$ cat config.mk
export PLATFORM = sky130hd
export DESIGN_NAME = moving_ball_unit_flat
export DESIGN_NICKNAME = d
export VERILOG_FILES = /design/src/rtl/moving_ball_unit_if.sv /design/src/rtl/moving_ball_unit.sv /design/src/flat_wrapper.sv
export SDC_FILE = /design/constraint.sdc
export NUM_CORES = 1
export LEC_CHECK = 0
export ABC_AREA = 1
export BUFFER_PORTS_ARGS = -buffer_cell sky130_fd_sc_hd__buf_2
export CAP_MARGIN = 25
export CORE_MARGIN = 2
export CORE_UTILIZATION = 51
export CTS_CLUSTER_DIAMETER = 150
export CTS_CLUSTER_SIZE = 10
export DETAILED_ROUTE_END_ITERATION = 10
export PLACE_DENSITY_LB_ADDON = 0.1
export SETUP_SLACK_MARGIN = 0.2
export SKIP_CTS_REPAIR_TIMING = 1
export SLEW_MARGIN = 20
export SYNTH_ARGS = -nofsm -noshare
export SYNTH_HDL_FRONTEND = slang
export SYNTH_SLANG_ARGS = --single-unit
$ cat constraint.sdc
create_clock -name clk_25 -period 2.05 [get_ports clk_25]
set_clock_uncertainty 0.15 [all_clocks]
set_input_delay 0.205 -clock clk_25 [delete_from_list [all_inputs] [get_ports clk_25]]
set_output_delay 0.205 -clock clk_25 [all_outputs]
set_load 0.005 [all_outputs]
$ cat src/rtl/moving_ball_unit_if.sv
// moving_ball_unit_if: scan position, frame/launch pulses, collision buses
// and the ball's drawing/position outputs bundled for moving_ball_unit.
// The master side is the video/game logic and the slave side is the ball unit.
interface moving_ball_unit_if;
  logic [31:0] pxl_x;
  logic [31:0] pxl_y;
  logic        end_of_frame;
  logic        launch;
  logic [3:0]  frame_collision;
  logic [3:0]  player_collision;
  logic        ball_draw_request;
  logic [3:0]  ball_red;
  logic [3:0]  ball_green;
  logic [3:0]  ball_blue;
  logic [10:0] ball_x;
  logic [10:0] ball_y;
  logic        ball_moving;

  modport master (
    output pxl_x, pxl_y, end_of_frame, launch, frame_collision, player_collision,
    input  ball_draw_request, ball_red, ball_green, ball_blue, ball_x, ball_y, ball_moving
  );

  modport slave (
    input  pxl_x, pxl_y, end_of_frame, launch, frame_collision, player_collision,
    output ball_draw_request, ball_red, ball_green, ball_blue, ball_x, ball_y, ball_moving
  );
endinterface

$ cat src/rtl/moving_ball_unit.sv
// moving_ball_unit: a rectangular ball sprite that sits parked until launched.
// After launch it moves once per frame and bounces off whatever the collision buses report.
// Hits are gathered over the whole frame. The bounce is applied after end_of_frame.
// The position then steps by the velocity and is clamped to the visible screen.
// Optional feature: define GRAVITY_EN to add +1 px/frame to vy after every move.
// The added gravity caps vy at +8.
module moving_ball_unit #(
  parameter int          OBJ_W      = 32,
  parameter int          OBJ_H      = 16,
  parameter int          SCREEN_W   = 640,
  parameter int          SCREEN_H   = 480,
  parameter int          INIT_X     = 100,
  parameter int          INIT_Y     = 100,
  parameter int          INIT_VX    = 4,
  parameter int          INIT_VY    = -2,
  parameter logic [7:0]  BALL_COLOR = 8'hE0
) (
  input logic               clk_25,
  input logic               reset,
  moving_ball_unit_if.slave bus
);

  typedef enum logic [1:0] {PARKED, WAIT_FRAME, BOUNCE, MOVE} state_t;

  localparam logic signed [11:0] MAX_X     = 12'(SCREEN_W - OBJ_W);
  localparam logic signed [11:0] MAX_Y     = 12'(SCREEN_H - OBJ_H);
  localparam logic [10:0]        INIT_X_L  = 11'(INIT_X);
  localparam logic [10:0]        INIT_Y_L  = 11'(INIT_Y);
  localparam logic signed [7:0]  INIT_VX_L = 8'(INIT_VX);
  localparam logic signed [7:0]  INIT_VY_L = 8'(INIT_VY);

  state_t            state;
  logic [10:0]       pos_x;
  logic [10:0]       pos_y;
  logic signed [7:0] vel_x;
  logic signed [7:0] vel_y;
  logic [3:0]        hits;
  logic [3:0]        hits_now;
  logic              moving;
  logic              draw;
  logic              in_box;
  logic              flip_x;
  logic              flip_y;
  logic signed [11:0] sum_x;
  logic signed [11:0] sum_y;
  logic [10:0]       next_x;
  logic [10:0]       next_y;

  // Negating -128 has no 8-bit result, so it saturates to +127.
  function automatic logic signed [7:0] negate(input logic signed [7:0] v);
    if (v == 8'sh80) return 8'sh7F;
    else return -v;
  endfunction

  // Clamp a signed 12-bit coordinate into [0, hi].
  function automatic logic [10:0] clamp(input logic signed [11:0] s,
                                        input logic signed [11:0] hi);
    if (s < 12'sd0) return 11'd0;
    else if (s > hi) return hi[10:0];
    else return s[10:0];
  endfunction

`ifdef GRAVITY_EN
  logic signed [7:0] vel_y_grav;
  // Downward acceleration per frame, capped at +8.
  always_comb begin
    vel_y_grav = vel_y + 8'sd1;
    if (vel_y >= 8'sd7) vel_y_grav = 8'sd8;
  end
`endif

  // Bounce decision, next-position arithmetic and sprite hit test.
  always_comb begin
    hits_now = hits | bus.frame_collision | bus.player_collision;
    flip_x   = (hits[0] && (vel_x < 8'sd0)) || (hits[2] && (vel_x > 8'sd0));
    flip_y   = (hits[1] && (vel_y < 8'sd0)) || (hits[3] && (vel_y > 8'sd0));
    sum_x    = $signed({1'b0, pos_x}) + $signed({{4{vel_x[7]}}, vel_x});
    sum_y    = $signed({1'b0, pos_y}) + $signed({{4{vel_y[7]}}, vel_y});
    next_x   = clamp(sum_x, MAX_X);
    next_y   = clamp(sum_y, MAX_Y);
    in_box   = ({21'd0, pos_x} <= bus.pxl_x) && (bus.pxl_x < {21'd0, pos_x} + 32'(OBJ_W)) &&
               ({21'd0, pos_y} <= bus.pxl_y) && (bus.pxl_y < {21'd0, pos_y} + 32'(OBJ_H));
  end

  // Ball state machine: park, collect hits over a frame, bounce, then move.
  always_ff @(posedge clk_25 or posedge reset) begin
    if (reset) begin
      state  <= PARKED;
      pos_x  <= INIT_X_L;
      pos_y  <= INIT_Y_L;
      vel_x  <= INIT_VX_L;
      vel_y  <= INIT_VY_L;
      hits   <= 4'd0;
      moving <= 1'b0;
    end else begin
      case (state)
        PARKED: begin
          pos_x <= INIT_X_L;
          pos_y <= INIT_Y_L;
          vel_x <= INIT_VX_L;
          vel_y <= INIT_VY_L;
          hits  <= 4'd0;
          if (bus.launch) begin
            state  <= WAIT_FRAME;
            moving <= 1'b1;
          end
        end
        WAIT_FRAME: begin
          hits <= hits_now;
          if (bus.end_of_frame) state <= BOUNCE;
        end
        BOUNCE: begin
          if (flip_x) vel_x <= negate(vel_x);
          if (flip_y) vel_y <= negate(vel_y);
          state <= MOVE;
        end
        MOVE: begin
          pos_x <= next_x;
          pos_y <= next_y;
`ifdef GRAVITY_EN
          vel_y <= vel_y_grav;
`endif
          hits  <= 4'd0;
          state <= WAIT_FRAME;
        end
        default: begin
          state  <= PARKED;
          moving <= 1'b0;
        end
      endcase
    end
  end

  // Draw request lags the scan position by one pixel clock.
  always_ff @(posedge clk_25 or posedge reset) begin
    if (reset) draw <= 1'b0;
    else       draw <= in_box;
  end

  assign bus.ball_draw_request = draw;
  assign bus.ball_red          = draw ? {BALL_COLOR[7:5], 1'b0} : 4'd0;
  assign bus.ball_green        = draw ? {BALL_COLOR[4:2], 1'b0} : 4'd0;
  assign bus.ball_blue         = draw ? {BALL_COLOR[1:0], 2'b00} : 4'd0;
  assign bus.ball_x            = pos_x;
  assign bus.ball_y            = pos_y;
  assign bus.ball_moving       = moving;

endmodule

$ cat src/flat_wrapper.sv
// flat-port wrapper written by rule: the top's interface ports become plain ports
module moving_ball_unit_flat 
#(
  parameter int          OBJ_W      = 32,
  parameter int          OBJ_H      = 16,
  parameter int          SCREEN_W   = 640,
  parameter int          SCREEN_H   = 480,
  parameter int          INIT_X     = 100,
  parameter int          INIT_Y     = 100,
  parameter int          INIT_VX    = 4,
  parameter int          INIT_VY    = -2,
  parameter logic [7:0]  BALL_COLOR = 8'hE0
)
  (clk_25, reset, bus_pxl_x, bus_pxl_y, bus_end_of_frame, bus_launch, bus_frame_collision, bus_player_collision, bus_ball_draw_request, bus_ball_red, bus_ball_green, bus_ball_blue, bus_ball_x, bus_ball_y, bus_ball_moving);
  moving_ball_unit_if bus_i ();
  input logic clk_25;
  input logic reset;
  input wire logic [$bits(bus_i.pxl_x)-1:0] bus_pxl_x;
  input wire logic [$bits(bus_i.pxl_y)-1:0] bus_pxl_y;
  input wire logic [$bits(bus_i.end_of_frame)-1:0] bus_end_of_frame;
  input wire logic [$bits(bus_i.launch)-1:0] bus_launch;
  input wire logic [$bits(bus_i.frame_collision)-1:0] bus_frame_collision;
  input wire logic [$bits(bus_i.player_collision)-1:0] bus_player_collision;
  output wire logic [$bits(bus_i.ball_draw_request)-1:0] bus_ball_draw_request;
  output wire logic [$bits(bus_i.ball_red)-1:0] bus_ball_red;
  output wire logic [$bits(bus_i.ball_green)-1:0] bus_ball_green;
  output wire logic [$bits(bus_i.ball_blue)-1:0] bus_ball_blue;
  output wire logic [$bits(bus_i.ball_x)-1:0] bus_ball_x;
  output wire logic [$bits(bus_i.ball_y)-1:0] bus_ball_y;
  output wire logic [$bits(bus_i.ball_moving)-1:0] bus_ball_moving;
  assign bus_i.pxl_x = bus_pxl_x;
  assign bus_i.pxl_y = bus_pxl_y;
  assign bus_i.end_of_frame = bus_end_of_frame;
  assign bus_i.launch = bus_launch;
  assign bus_i.frame_collision = bus_frame_collision;
  assign bus_i.player_collision = bus_player_collision;
  assign bus_ball_draw_request = bus_i.ball_draw_request;
  assign bus_ball_red = bus_i.ball_red;
  assign bus_ball_green = bus_i.ball_green;
  assign bus_ball_blue = bus_i.ball_blue;
  assign bus_ball_x = bus_i.ball_x;
  assign bus_ball_y = bus_i.ball_y;
  assign bus_ball_moving = bus_i.ball_moving;
  moving_ball_unit #(.OBJ_W(OBJ_W), .OBJ_H(OBJ_H), .SCREEN_W(SCREEN_W), .SCREEN_H(SCREEN_H), .INIT_X(INIT_X), .INIT_Y(INIT_Y), .INIT_VX(INIT_VX), .INIT_VY(INIT_VY), .BALL_COLOR(BALL_COLOR)) u_core (.clk_25(clk_25), .reset(reset), .bus(bus_i));
endmodule
# Word-level counts from Yosys, hierarchy flattened
# Cells that the tools add are included.
# word_totals
register_bits	46
input_bits	76
word_cells	72
out_inout_bits	36
# op_classes
n_addsub	6
bitwise	2
mux	17
eq_ne	9
order_cmp	12
reduce_logical	18
# ops
cell	count
$le 11x32->1	2
$lt 32x32->1	2
$mux 11	4
$pmux 11 s2	2
$mux 8	4
$pmux 8 s2	2
$add 12x8->12	2
$lt 12x1->1 const B	2
$eq 8x8->1 const B	2
$gt 8x1->1 const B	2
$lt 8x1->1 const B	2
$neg 8->8	2
$add 11x5->12 const B	1
$add 11x6->12 const B	1
$gt 12x10->1 const B	1
$gt 12x11->1 const B	1
$or 4x4->4	2
$pmux 2 s4	1
$pmux 4 s2	1
$reduce_and 2->1	4
$logic_and 1x1->1	7
$reduce_bool 2->1	3
$eq 2x2->1 const B	2
$mux 2	2
7 further kinds	10

# Logic depth before layout (Yosys ltp)
# logic_depth
ltp_word	5
depth_mapped	16

# Least setup slack after synthesis
# No wires, ideal clock.
# synth_timing
path_kind	reg-to-reg
startpoint	reg u_core.pos_y[0], in the netlist u_core.bus.ball_y[0]
endpoint	reg u_core.pos_y[4], in the netlist u_core.bus.ball_y[4]
t_required_ns	1.777
synth_period_minus_slack_ns	2.269
slack_ns	-0.219
t_arrival_ns	1.996
path_buffers	0
stages_incl_launch_ff	14
cell_sequence	dfrtp_1 ha_1 inv_1 fa_1 inv_1 or2_2 nor2_1 nand3_1 nand2_1 nand2_1 nand4_2 nand2_2 o21ai_0 nand2_1
# synth_via
elab_chain_cells	5
word_cells_on_any_way	6
classes_between	add/sub: 1; order compare: 2; mux: 3
# synth_rtl
item	line_no	text
from (decl)	moving_ball_unit.sv:34	logic [10:0] pos_y;
from (signal assigned)	moving_ball_unit.sv:119	pos_y <= next_y;
$add 12x8->12 (*)	moving_ball_unit.sv:78	sum_y = $signed({1'b0, pos_y}) + $signed({{4{vel_y[7]}}, vel_y});
$gt 12x10->1	moving_ball_unit.sv:59	else if (s > hi) return hi[10:0];
$mux 11	moving_ball_unit.sv:59	
$mux 11 (*)	moving_ball_unit.sv:58	if (s < 12'sd0) return 11'd0;
$pmux 11 s2 (*)	moving_ball_unit.sv:96	case (state)
# Mark *: on every way between the ends. The rest lies on a longest branch, timed or not.
# A chain may end at the register's enable or synchronous reset.

# Worst setup path after layout
# layout_timing
startpoint	reg u_core.vel_x[0]
endpoint	reg u_core.pos_x[1], in the netlist u_core.bus.ball_x[1]
# layout_via
elab_chain_cells	5
word_cells_on_any_way	6
classes_between	add/sub: 1; order compare: 2; mux: 3
# layout_rtl
item	line_no	text
from (decl)	moving_ball_unit.sv:35	logic signed [7:0] vel_x;
from (signal assigned)	moving_ball_unit.sv:113	if (flip_x) vel_x <= negate(vel_x);
$add 12x8->12 (*)	moving_ball_unit.sv:77	sum_x = $signed({1'b0, pos_x}) + $signed({{4{vel_x[7]}}, vel_x});
$gt 12x11->1	moving_ball_unit.sv:59	
$mux 11	moving_ball_unit.sv:59	
$mux 11 (*)	moving_ball_unit.sv:58	
$pmux 11 s2 (*)	moving_ball_unit.sv:96	
to (signal assigned)	moving_ball_unit.sv:118	pos_x <= next_x;
to (decl)	moving_ball_unit.sv:33	logic [10:0] pos_x;
# Marked as above.

==> results.md <==
Clock network:
- The clock buffer count from CTS is 5.
- Clock-pin slew was measured on the worst setup and hold paths at 0.09 ns.
- The insertion delay of the later-clocked pin in the worst-skew pair is 0.30 ns.
- The tree built by TritonCTS fans out to 46 sinks.
- The clock passes through at most 2 buffers.
- The H-tree was split into 2 levels.
- The tree is rooted in a sky130_fd_sc_hd__clkbuf_8.
- TritonCTS built the clock tree.

Timing:
- The number of setup violations in the final report is 32.
- After routing, the total negative slack on setup checks comes to -5.40 ns.
- In the finished design, the share of the clock period the worst path needs comes to 1.15.
- The highest clock frequency the design can meet is 424 MHz.
- For the pin with the worst max-slew slack, the measured transition is 0.732 ns.
- The final-report max-slew violation count is 0.
- The post-route minimum period is 2.36 ns.
- The worst pin sits at a relative slew slack of 0.509.
- Setup repair after global routing could not meet its margin everywhere.
- The least setup slack across all paths after layout is -0.309 ns.
- The final hold violation count is 0.

Worst setup path:
- The worst setup path is captured at a flip-flop.
- The critical path class is reg -> reg.
- The cell family contributing the most delay on the critical path is simple AND/OR/NAND/NOR gates.
- The kind of launch point of the worst setup path is a flip-flop.
- The data required time of the worst path is 2.14 ns.
- The number of buffers and inverters on the critical path is 2.
- The worst endpoint data arrival time is 2.45 ns.
- In this design, the stage delay of the slowest critical-path cell is 0.54 ns.
- Of all nets on the critical path, the largest fanout is 5.
- The critical path goes through ha_2 > inv_2 > fa_2 > inv_2 > or2_4 > nor2_1 > nand3_1 > nand3_1 > nand3_2 > nand2_4 > nand3_4 > o21ai_2.
- The worst-path cell with the longest stage delay is sky130_fd_sc_hd__fa_2.

Global route:
- The initial antenna violation count is 1.
- The wire length of the first global-routing pass is 23100 µm.
- The global-route usage over all layers is 0.258.
- The sum of overflow across all layers after global routing is 0.
- The pin count of the biggest net entering global routing is 21.
- The number of global-route vias before repair is 5231.

Routing:
- The number of nets still failing antenna checks after routing is 0.
- The average wire length per cell after detail routing is 14.4 µm.
- The detailed-route via count is 5596.
- The routed design has 15600 µm of wire.
- The initial detailed-routing violation count is 277.
- The first detailed-routing pass ran for 4 iterations.
- The vias per cell is 5.15.
- The number of remaining DRC errors is 0.

Floorplanning:
- The die span in x is 104 µm.
- The die is 104 µm tall.
- The overall die area is 0.0108 mm².
- The row count is 36.
- The initial utilization of the core area, before any placement, comes to 0.521.
- The core area is 0.00973 mm².
- The number of top-level design ports is 112.

Cells and area:
- The final net count is 1107.
- The fraction of layout cells with a size suffix above 1 is 0.423.
- Relative to the synthesized area, the layout overhead comes to 46.1%.
- The final standard cell count with taps included and fillers excluded is 1087.

Synthesis:
- The post-synthesis async set-or-reset flop share is 1.00.
- Among all flip-flop cells after synthesis, the most frequent one is sky130_fd_sc_hd__dfrtp_1.
- The number of synthesized register bits is 46.
- Yosys attributes the largest share of cell area to sky130_fd_sc_hd__ha_1 (19%), sky130_fd_sc_hd__dfrtp_1 (16%), sky130_fd_sc_hd__nand2_1 (12%).
- Summing every instance area after synthesis gives 0.00507 mm².
- The number of synthesized flops with an enable pin is 0.
- The average instance in the mapped netlist occupies 6.94 µm².
- The share of the Yosys chip area taken by registers is 0.231.
- The total of warnings raised by yosys is 0.
- In the synthesized netlist, the number of instances is 730.
- The distinct cell type count of the synthesized netlist is 45.
- The library cell occupying the most area in the post-synthesis netlist is sky130_fd_sc_hd__ha_1.
- Counting instances in the post-synthesis netlist gives the leading cell types as sky130_fd_sc_hd__nand2_1 (160), sky130_fd_sc_hd__inv_1 (128), sky130_fd_sc_hd__ha_1 (77).
- The share of synthesized area in the top cell type comes to 0.190.
- The most used standard cell by instance count after synthesis is sky130_fd_sc_hd__nand2_1.

Placed design:
- The post-placement setup slack is -0.283 ns.
- At the end of routability-driven placement, the weighted congestion stood at 0.919.
- The placed cell count is 1055.
- The total half-perimeter wirelength after legalization and detailed placement is 12000 µm.
- The port buffer count is 102.

Power and ir drop:
- The worst IR drop on VDD is 1.00 mV.
- The power after layout is 10.6 mW.
- In this run the static leakage power is 3.91 nW.
- For this design the ratio of total power to cell area is 1430 mW/mm².

Job:
- Across the run, the number of max-cap violations was 0.

Status:
- The flow ran to the end, but the final reports show violations.
- The final reports fail on setup timing.

Hold path:
- The type of the tightest min-delay check is in -> reg.
[flip-flops by register name (all words and copies together) (netlist names)]
register                      cells
u_core.bus.ball_moving            1
u_core.vel_x                      8
u_core.state                      2
u_core.hits                       4
u_core.bus.ball_y                11
u_core.bus.ball_x                11
u_core.bus.ball_draw_request      1
u_core.vel_y                      8
[final timing paths]
path | start | end | slack (ns) | cells after the start
max in group asynchronous | reset | u_core.vel_x[2] | 0.74 | 4
worst max register to register | u_core.vel_x[0] | u_core.bus.ball_x[1] | -0.31 | 12
worst min-delay path | bus_player_collision[0] | u_core.hits[0] | 0.04 | 3
min in group asynchronous | reset | u_core.hits[2] | 0.33 | 3
worst min register to register | u_core.bus.ball_moving | u_core.bus.ball_moving | 0.33 | 1
worst max-delay path | u_core.vel_x[0] | u_core.bus.ball_x[1] | -0.31 | 12
[through the flow]
| step | util | cell area [µm²] | hold WS (ns) |
|---|---|---|---|
| final | 0.761 | 7410 | 0.0424 |
| after floorplan | - | 5130 | 0.176 |
| after global placement | 0.661 | 6430 | 0.111 |
| after global routing | 0.761 | 7410 | 0.0666 |
| after detailed placement | 0.661 | 6430 | 0.115 |
| after CTS | 0.669 | 6510 | -0.210 |
[routing by layer]
| metal | GRT usage | share of wire | routed length [µm] |
|---|---|---|---|
| met3 | 0.0390 | 0.051 | 796 |
| met5 | 0 | 0 | 0 |
| met1 | 0.327 | 0.42 | 6640 |
| met4 | 0.0541 | 0.017 | 265 |
| met2 | 0.465 | 0.51 | 7950 |
[cell type report]
type                       instances  area, µm²
fill                             706       2320
multi-input combinational        542       3980
tap                              133        166
antenna                            1       2.50
inverter                         134        517
sequential                        46       1170
timing repair buffer             223       1490
clock buffer                       8       80.1
[worst register-to-register path: cells and delay by family, from the launching register on]
kind / cells / cell delay [ns]
compound gates: 1 / 0.13
fa+ha+maj: 2 / 0.75
buf+inv: 2 / 0.08
flops: 1 / 0.38
simple gates: 7 / 0.81
[power breakdown]
| group | switching (mW) | internal, mW | leakage (nW) |
|---|---|---|---|
| clock network | 0.309 | 0.243 | 0.0395 |
| registers | 0.353 | 1.30 | 0.567 |
| logic | 4.68 | 3.73 | 3.31 |
| total | 5.34 | 5.28 | 3.91 |
[cells by family (layout without fill, tap and decap cells)]
family / count (synthesis) / after routing / synth area share
fa+ha+maj: 79 / 79 / 0.198
simple gates: 336 / 336 / 0.300
xor+xnor: 15 / 15 / 0.0259
other cells: 1 / 10 / 0.000740
buf+inv: 150 / 365 / 0.122
compound gates: 103 / 103 / 0.123
flops: 46 / 46 / 0.231
[cells in the final DEF, fill, tap and decap left out, types with 9 or more instances in the layout]
master | netlist | layout
sky130_fd_sc_hd__nand4_1 | 12 | 12
sky130_fd_sc_hd__buf_4 | 12 | 104
sky130_fd_sc_hd__ha_1 | 77 | 58
sky130_fd_sc_hd__inv_2 | 5 | 17
sky130_fd_sc_hd__nor2_1 | 67 | 62
sky130_fd_sc_hd__conb_1 | 1 | 9
sky130_fd_sc_hd__nand2_2 | 13 | 29
sky130_fd_sc_hd__o21ai_0 | 29 | 19
sky130_fd_sc_hd__nand3b_1 | 9 | 9
sky130_fd_sc_hd__nand3_1 | 48 | 33
sky130_fd_sc_hd__a21oi_1 | 35 | 21
sky130_fd_sc_hd__dfstp_2 | 14 | 14
sky130_fd_sc_hd__inv_1 | 128 | 110
sky130_fd_sc_hd__buf_2 | 0 | 102
sky130_fd_sc_hd__nand2_4 | 0 | 12
sky130_fd_sc_hd__nand2_1 | 160 | 132
sky130_fd_sc_hd__a21oi_2 | 4 | 16
sky130_fd_sc_hd__buf_6 | 1 | 14
sky130_fd_sc_hd__o21ai_2 | 6 | 14
sky130_fd_sc_hd__ha_4 | 0 | 15
sky130_fd_sc_hd__dfrtp_1 | 32 | 31
sky130_fd_sc_hd__nand3_2 | 4 | 14
(Power assumes the default switching activity.)
